--- src/rtl/key_debounce_bank.sv ---
// Bank of independent key conditioners: synchronize, debounce, press-edge detect and
// stretch each raw board key into level / one-cycle press / minimum-width hold signals.

module key_debounce_lane #(
    parameter int DEBOUNCE_CYCLES = 1_000_000,
    parameter int MIN_PULSE       = 4,
    parameter int ACTIVE_LOW      = 1
) (
    input  logic clk,
    input  logic rst,
    input  logic key_raw,
    output logic key_level,
    output logic key_press,
    output logic key_hold,
    output logic rise
);
    localparam int   CW  = $clog2(DEBOUNCE_CYCLES);
    localparam int   SW  = $clog2(MIN_PULSE + 1);
    localparam logic REL = (ACTIVE_LOW != 0);

    logic [1:0]    sync;
    logic          s;
    logic          stable;
    logic [CW-1:0] cnt;
    logic [SW-1:0] str;

    // Synchronizer powers up at the released level so reset never reads as a press.
    assign s        = (ACTIVE_LOW != 0) ? ~sync[1] : sync[1];
    assign rise     = stable & ~key_level;
    assign key_hold = (str != '0);

    always_ff @(posedge clk or negedge rst) begin
        if (!rst) begin
            sync      <= {2{REL}};
            stable    <= 1'b0;
            cnt       <= '0;
            key_level <= 1'b0;
            key_press <= 1'b0;
            str       <= '0;
        end else begin
            sync <= {sync[0], key_raw};
            // Any sample agreeing with the accepted state restarts the window.
            if (s == stable) begin
                cnt <= '0;
            end else if (cnt == CW'(DEBOUNCE_CYCLES - 1)) begin
                stable <= s;
                cnt    <= '0;
            end else begin
                cnt <= cnt + CW'(1);
            end
            key_level <= stable;
            key_press <= rise;
            if (rise)
                str <= SW'(MIN_PULSE);
            else if (str != '0)
                str <= str - SW'(1);
        end
    end
endmodule

module key_debounce_bank #(
    parameter int N_KEYS          = 10,
    parameter int DEBOUNCE_CYCLES = 1_000_000,
    parameter int MIN_PULSE       = 4,
    parameter int ACTIVE_LOW      = 1
) (
    input  logic              clk,
    input  logic              rst,
    input  logic [N_KEYS-1:0] key_raw,
    output logic [N_KEYS-1:0] key_level,
    output logic [N_KEYS-1:0] key_press,
    output logic [N_KEYS-1:0] key_hold,
    output logic              any_press
);
    logic [N_KEYS-1:0] rise;

    for (genvar g = 0; g < N_KEYS; g++) begin : g_lane
        key_debounce_lane #(
            .DEBOUNCE_CYCLES(DEBOUNCE_CYCLES),
            .MIN_PULSE      (MIN_PULSE),
            .ACTIVE_LOW     (ACTIVE_LOW)
        ) u_lane (
            .clk      (clk),
            .rst      (rst),
            .key_raw  (key_raw[g]),
            .key_level(key_level[g]),
            .key_press(key_press[g]),
            .key_hold (key_hold[g]),
            .rise     (rise[g])
        );
    end

    // Registered from the same term as key_press so both land in one cycle.
    always_ff @(posedge clk or negedge rst) begin
        if (!rst) any_press <= 1'b0;
        else      any_press <= |rise;
    end
endmodule

--- config.mk ---
export PLATFORM = sky130hd
export DESIGN_NAME = key_debounce_bank
export DESIGN_NICKNAME = d
export VERILOG_FILES = /design/src/rtl/key_debounce_bank.sv
export SDC_FILE = /design/constraint.sdc
export NUM_CORES = 1
export LEC_CHECK = 0
export CORE_ASPECT_RATIO = 0.7
export CORE_MARGIN = 5
export CORE_UTILIZATION = 60
export DETAILED_ROUTE_END_ITERATION = 10
export HOLD_SLACK_MARGIN = 0.02
export PLACE_DENSITY = 0.86
export SETUP_SLACK_MARGIN = 0.4
export SLEW_MARGIN = 20
export SYNTH_ARGS = -nofsm -noshare
export SYNTH_HDL_FRONTEND = slang
export SYNTH_SLANG_ARGS = --single-unit
--- constraint.sdc ---
create_clock -name clk -period 5.61 [get_ports clk]
set_clock_uncertainty 0.05 [all_clocks]
set_input_delay 1.122 -clock clk [delete_from_list [all_inputs] [get_ports clk]]
set_output_delay 1.122 -clock clk [all_outputs]
set_load 0.05 [all_outputs]
=== Yosys cells after proc, flatten, opt, wreduce, memory -nomap -nowiden ===
Index checks and enable logic that the tools add are counted.

* Bits in registers: 281
* Latch bits: 0
* RAM bits: 0
* ROM bits: 0
* Input port bits: 12
* Output and inout bits: 31
* Word-level logic and storage cells: 212
* Memories kept: 0

* Add/subtract/negate cells: 20
* $mul: 0
* Div/mod/pow operators: 0
* Order comparisons: 0
* Equal/unequal tests: 20
* Shifts and indexed selects: 0
* Mux-type cells: 40
* Bitwise gates (word level): 40
* Reduce and logical (&&, ||, !) cells: 31

{| class="wikitable"
|+ Operators by type and width
! kind !! count
|-
| 20-bit 2-to-1 mux || 20
|-
| 20-bit by 1-bit adder with 20-bit output (second input constant) || 10
|-
| 20-bit equality test (second input constant) || 10
|-
| 3-bit 2-to-1 mux || 20
|-
| 1-bit inverter || 30
|-
| 3-bit nonzero test || 10
|-
| 3-bit by 1-bit subtractor with 3-bit output (second input constant) || 10
|-
| 2-bit AND reduction || 10
|-
| 2-bit nonzero test || 10
|-
| 1-bit bitwise AND || 10
|-
| 1-bit equality test || 10
|-
| 10-bit OR reduction || 1
|}

=== Depth between registers and ports, before layout ===
* Depth after elaboration: 4
* Mapped depth: 6

=== Hierarchy ===
A second synthesis with hierarchy kept.

* Cells, all modules: 1329
* Area, all modules: 13885.8 um2

{| class="wikitable"
|+ Modules (own cells, without submodules)
! module !! times used !! cells each !! area an instance (um2) !! sequential area each (um2)
|-
| key_debounce_lane (g_lane[1].u_lane ...) || 9 || 133 || 1383.8 || 703.2
|-
| key_debounce_lane (g_lane[0].u_lane) || 1 || 127 || 1385.1 || 703.2
|-
| key_debounce_bank || 1 || 5 || 46.3 || 25.0
|}

=== Worst setup path after synthesis ===
No wires, ideal clock.

* Path type: register -> output
* From: reg g_lane[6].u_lane.str[0]
* To: out key_hold[6]
* Data arrival time: 0.932 ns
* Data required time: 4.438 ns
* Path slack: 3.506 ns
* Cell stages (with the launch flop): 5
* Cell sequence: dfrtp_1 inv_1 ha_1 nand2b_1 buf_4

* Longest elaborated chain between the ends: 1

{| class="wikitable"
|+ RTL lines
! what !! RTL line !! RTL
|-
| start: declaration || 25 || <nowiki>logic [SW-1:0] str;</nowiki>
|-
| start signal: assignment || 54 || <nowiki>str <= SW'(MIN_PULSE);</nowiki>
|-
| start signal: assignment || 56 || <nowiki>str <= str - SW'(1);</nowiki>
|-
| 3-bit nonzero test || 30 || <nowiki>assign key_hold = (str != '0);</nowiki>
|-
| end: declaration || 72 || <nowiki>output logic [N_KEYS-1:0] key_hold,</nowiki>
|}

Every way passes these cells.

=== Final worst setup path ===
* From: reg g_lane[1].u_lane.str[0]
* To: out key_hold[1]

* Longest elaborated chain between the ends: 1

{| class="wikitable"
|+ RTL lines
! what !! RTL line
|-
| start: declaration || 25
|-
| start signal: assignment || 54
|-
| start signal: assignment || 56
|-
| 3-bit nonzero test || 30
|}

Every way passes these cells.

==> flow_summary.ini <==
[pwr]
power.static_leakage_nw = 6.138
vdd.ir_drop.worst_mv = 0.2145
total_power_mw = 4.105
power_density_nw_per_um2 = 275.8

[synth]
post_synthesis_sequential_area_ratio = 0.5266
synth.top_cell.area_share = 0.4874
synthDominantAreaCellType = dfrtp_1
postSynthCellCount = 1336
ys_ff_latch = 281
yosysWarningCount = 0
synth_enable_flop_cells = 0
yosys.cell_types.count = 46
post_synth.cell_area_avg_sq_um = 10.03
synth_ff_type = dfrtp_1
synth.top_cells.by_area = dfrtp_1 (49%), xnor2_1 (5.8%), nor2_1 (5.0%), dfstp_2 (3.9%), xor2_1 (3.3%)
synth-async-reset-ratio = 1.000
synthMostInstantiatedCell = dfrtp_1
synth_nets = 1378
post_synth_instance_area_sq_um = 13400
synthTopCellsByCount = dfrtp_1 (261), nor2_1 (177), xnor2_1 (89)

[worst_setup_path]
slowest_stage = clkdlybuf4s50_1
timing.critical_path.fanout_max = 4
max_stage_delay_ns = 0.83
timing.critical_path.cells = inv_1 > ha_1 > nand2b_1 > clkdlybuf4s50_1
crit_family = buffers and inverters
worst_setup_path_end_kind = output pin
reg2reg_setup_slack_ns = 3.22
worst_setup_path_start_kind = register
timing.setup.critical_path_class = reg -> out
arrival_time_of_the_worst_setup_path_ns = 2.19
critical_path.n_buffers_inverters = 2
critical_path_required_ns = 4.44

[layout]
fillers = 1596
multiInputGateArea_sq_um = 5714
area_growth_syn_to_layout_pct = 11.05
sequential_cell_area_sq_um = 7057
layout_cells_sized_above_1 = 0.07267
nNetsFinal = 1398
n_antenna_cell = 0
finish.instance_area_sq_um = 14880

[grt]
antenna_violations_before_repair = 0
grt_util_overall = 0.2040
grt_pass1_wl_microns = 44600
grt_pass1_vias = 9359
largest_net_degree_at_the_start_of_global_routing = 123
grt_remaining_overflow = 0

[die]
initial_utilization = 0.6134
die-area_sq_um = 25470
die_h_microns = 135.0
rows = 45
pin_count = 43
die_width_microns = 188.6
design.core.area_sq_um = 21850

[clock_network]
numCtsBuffers = 27
cts.reportedPaths.clkPinSlew_ns = 0.06
largest_buffer_count_on_any_clock_path = 3
cts_tree = built
clock_sinks = 281
clkLatencyLatePin_ns = 0.53
cts.repair.resized = 0
depth_of_the_cts_h_tree = 1
cts.repair_timing.setup_buffer_count = 0
cts.hold.buffers_added = 0
clock_tree_root = clkbuf_16

[run]
maxcap_violations = 0

[sta]
tightest_slew_ns = 0.9868
setup_repair_after_global_routing_missed_its_margin = no
max-slew-margin-rel = 0.3399
hold_ws_ns = 0.2975
timing.final.crit_share = 0.5995
timing.setup.tns_ns = 0
timing.final.max_slew_violations = 0
upper_clock_frequency_limit_mhz = 297.3
finalWorstPathRequiredPeriod_ns = 3.363
timing.final.hold_violations = 0
report.final.setup_viol = 0

[route]
detail_route.wirelength_microns = 25520
drtPass1Iterations = 5
drtAntennaViolNets = 0
initialDrtViolationCount = 920
drcViolationCount = 0
avgViaCountPerCell = 5.825
routedWlPerCell_microns = 15.39
number_of_vias_after_detailed_routing = 9658

[place]
dpl_cell_area_sq_um = 13930
placement.io_buffers = 42
dp_hpwl_microns = 17020
place_congestion = 0.8511

[status]
outcome = completed

[worst_hold_path]
worst_min_delay_path_category = reg -> reg
final timing paths:
kind	depth (start not counted)	from	end
min in group asynchronous	1	rst	g_lane[9].u_lane.cnt[19]$_DFF_PN0_
worst min-delay path	0	g_lane[0].u_lane.sync[0]$_DFF_PN1_	g_lane[0].u_lane.sync[1]$_DFF_PN1_
worst min register to register	0	g_lane[0].u_lane.sync[0]$_DFF_PN1_	g_lane[0].u_lane.sync[1]$_DFF_PN1_
worst max-delay path	4	g_lane[1].u_lane.str[0]$_DFFE_PN0P_	key_hold[1]
worst max register to register	4	g_lane[3].u_lane.cnt[7]$_DFF_PN0_	g_lane[3].u_lane.cnt[6]$_DFF_PN0_
max in group asynchronous	2	rst	g_lane[2].u_lane.cnt[19]$_DFF_PN0_
cells in the final DEF, fill, tap and decap left out, drive strengths merged, types with 6 or more instances in the layout:
| cell type | count |
|---|---|
| xnor2 | 89 |
| nor4b | 6 |
| dfstp | 20 |
| nor4 | 32 |
| a21oi | 71 |
| or4 | 35 |
| nand3 | 84 |
| and2 | 11 |
| ha | 30 |
| clkbuf | 40 |
| nor2 | 177 |
| xor2 | 50 |
| mux2i | 8 |
| nor3 | 29 |
| clkdlybuf4s50 | 41 |
| o31ai | 39 |
| or3 | 36 |
| a211oi | 10 |
| o21ai | 44 |
| buf | 12 |
| dfrtp | 261 |
| nand2 | 56 |
| nand4 | 46 |
| inv | 77 |
| nand4b | 8 |
| and4 | 8 |
| nand2b | 11 |
| and3 | 22 |
flip-flops by register name, summed over array words and instances (netlist names):
name	count
g_lane.u_lane.cnt	200
g_lane.u_lane.str	30
g_lane.u_lane.sync	20
g_lane.u_lane.key_level	10
g_lane.u_lane.key_press	10
g_lane.u_lane.stable	10
any_press	1
metal layers:
layer	global-route usage	wire, microns	up-vias	share of wire
met5	0	0	-	0
met3	0.03152	1092	40	0.043
li1	-	-	4703	-
met4	0.05138	592	0	0.023
met1	0.2971	12150	4720	0.48
met2	0.3261	11690	195	0.46
final cells by class:
class / count / area share
clock inverter: 9 / 0.008240
inverter: 77 / 0.01942
clock buffer: 40 / 0.05541
sequential: 281 / 0.4742
tap: 282 / 0.02371
multi-input combinational: 916 / 0.3840
timing repair buffer: 53 / 0.03498
kinds of logic (layout without fill, tap and decap cells):
group                    Yosys count  count (layout)  synth area share
multiplexers                       8               8          0.005976
AND/OR/NAND/NOR                  573             573            0.2251
adder cells (fa/ha/maj)           30              30           0.02801
flip-flops                       281             281            0.5266
buffers and inverters            139             179           0.04921
AO/OA/AOI/OAI                    166             166           0.07423
XOR/XNOR                         139             139           0.09085
stage by stage:
step                      setup WS (ns)  std cells  utilization
after floorplan                   3.506       1336            -
after global placement            2.866       1609       0.6378
after detailed placement          2.803       1609       0.6378
after CTS                         2.237       1658       0.6812
after global routing              2.167       1658       0.6812
final                             2.247       1658       0.6812
power breakdown:
part,internal [mW],switching (mW)
combinational,0.0355,0.0833
sequential,2.06,0.0236
clock,1.15,0.755
total,3.24,0.862
Power figures use the tool's default switching activity.
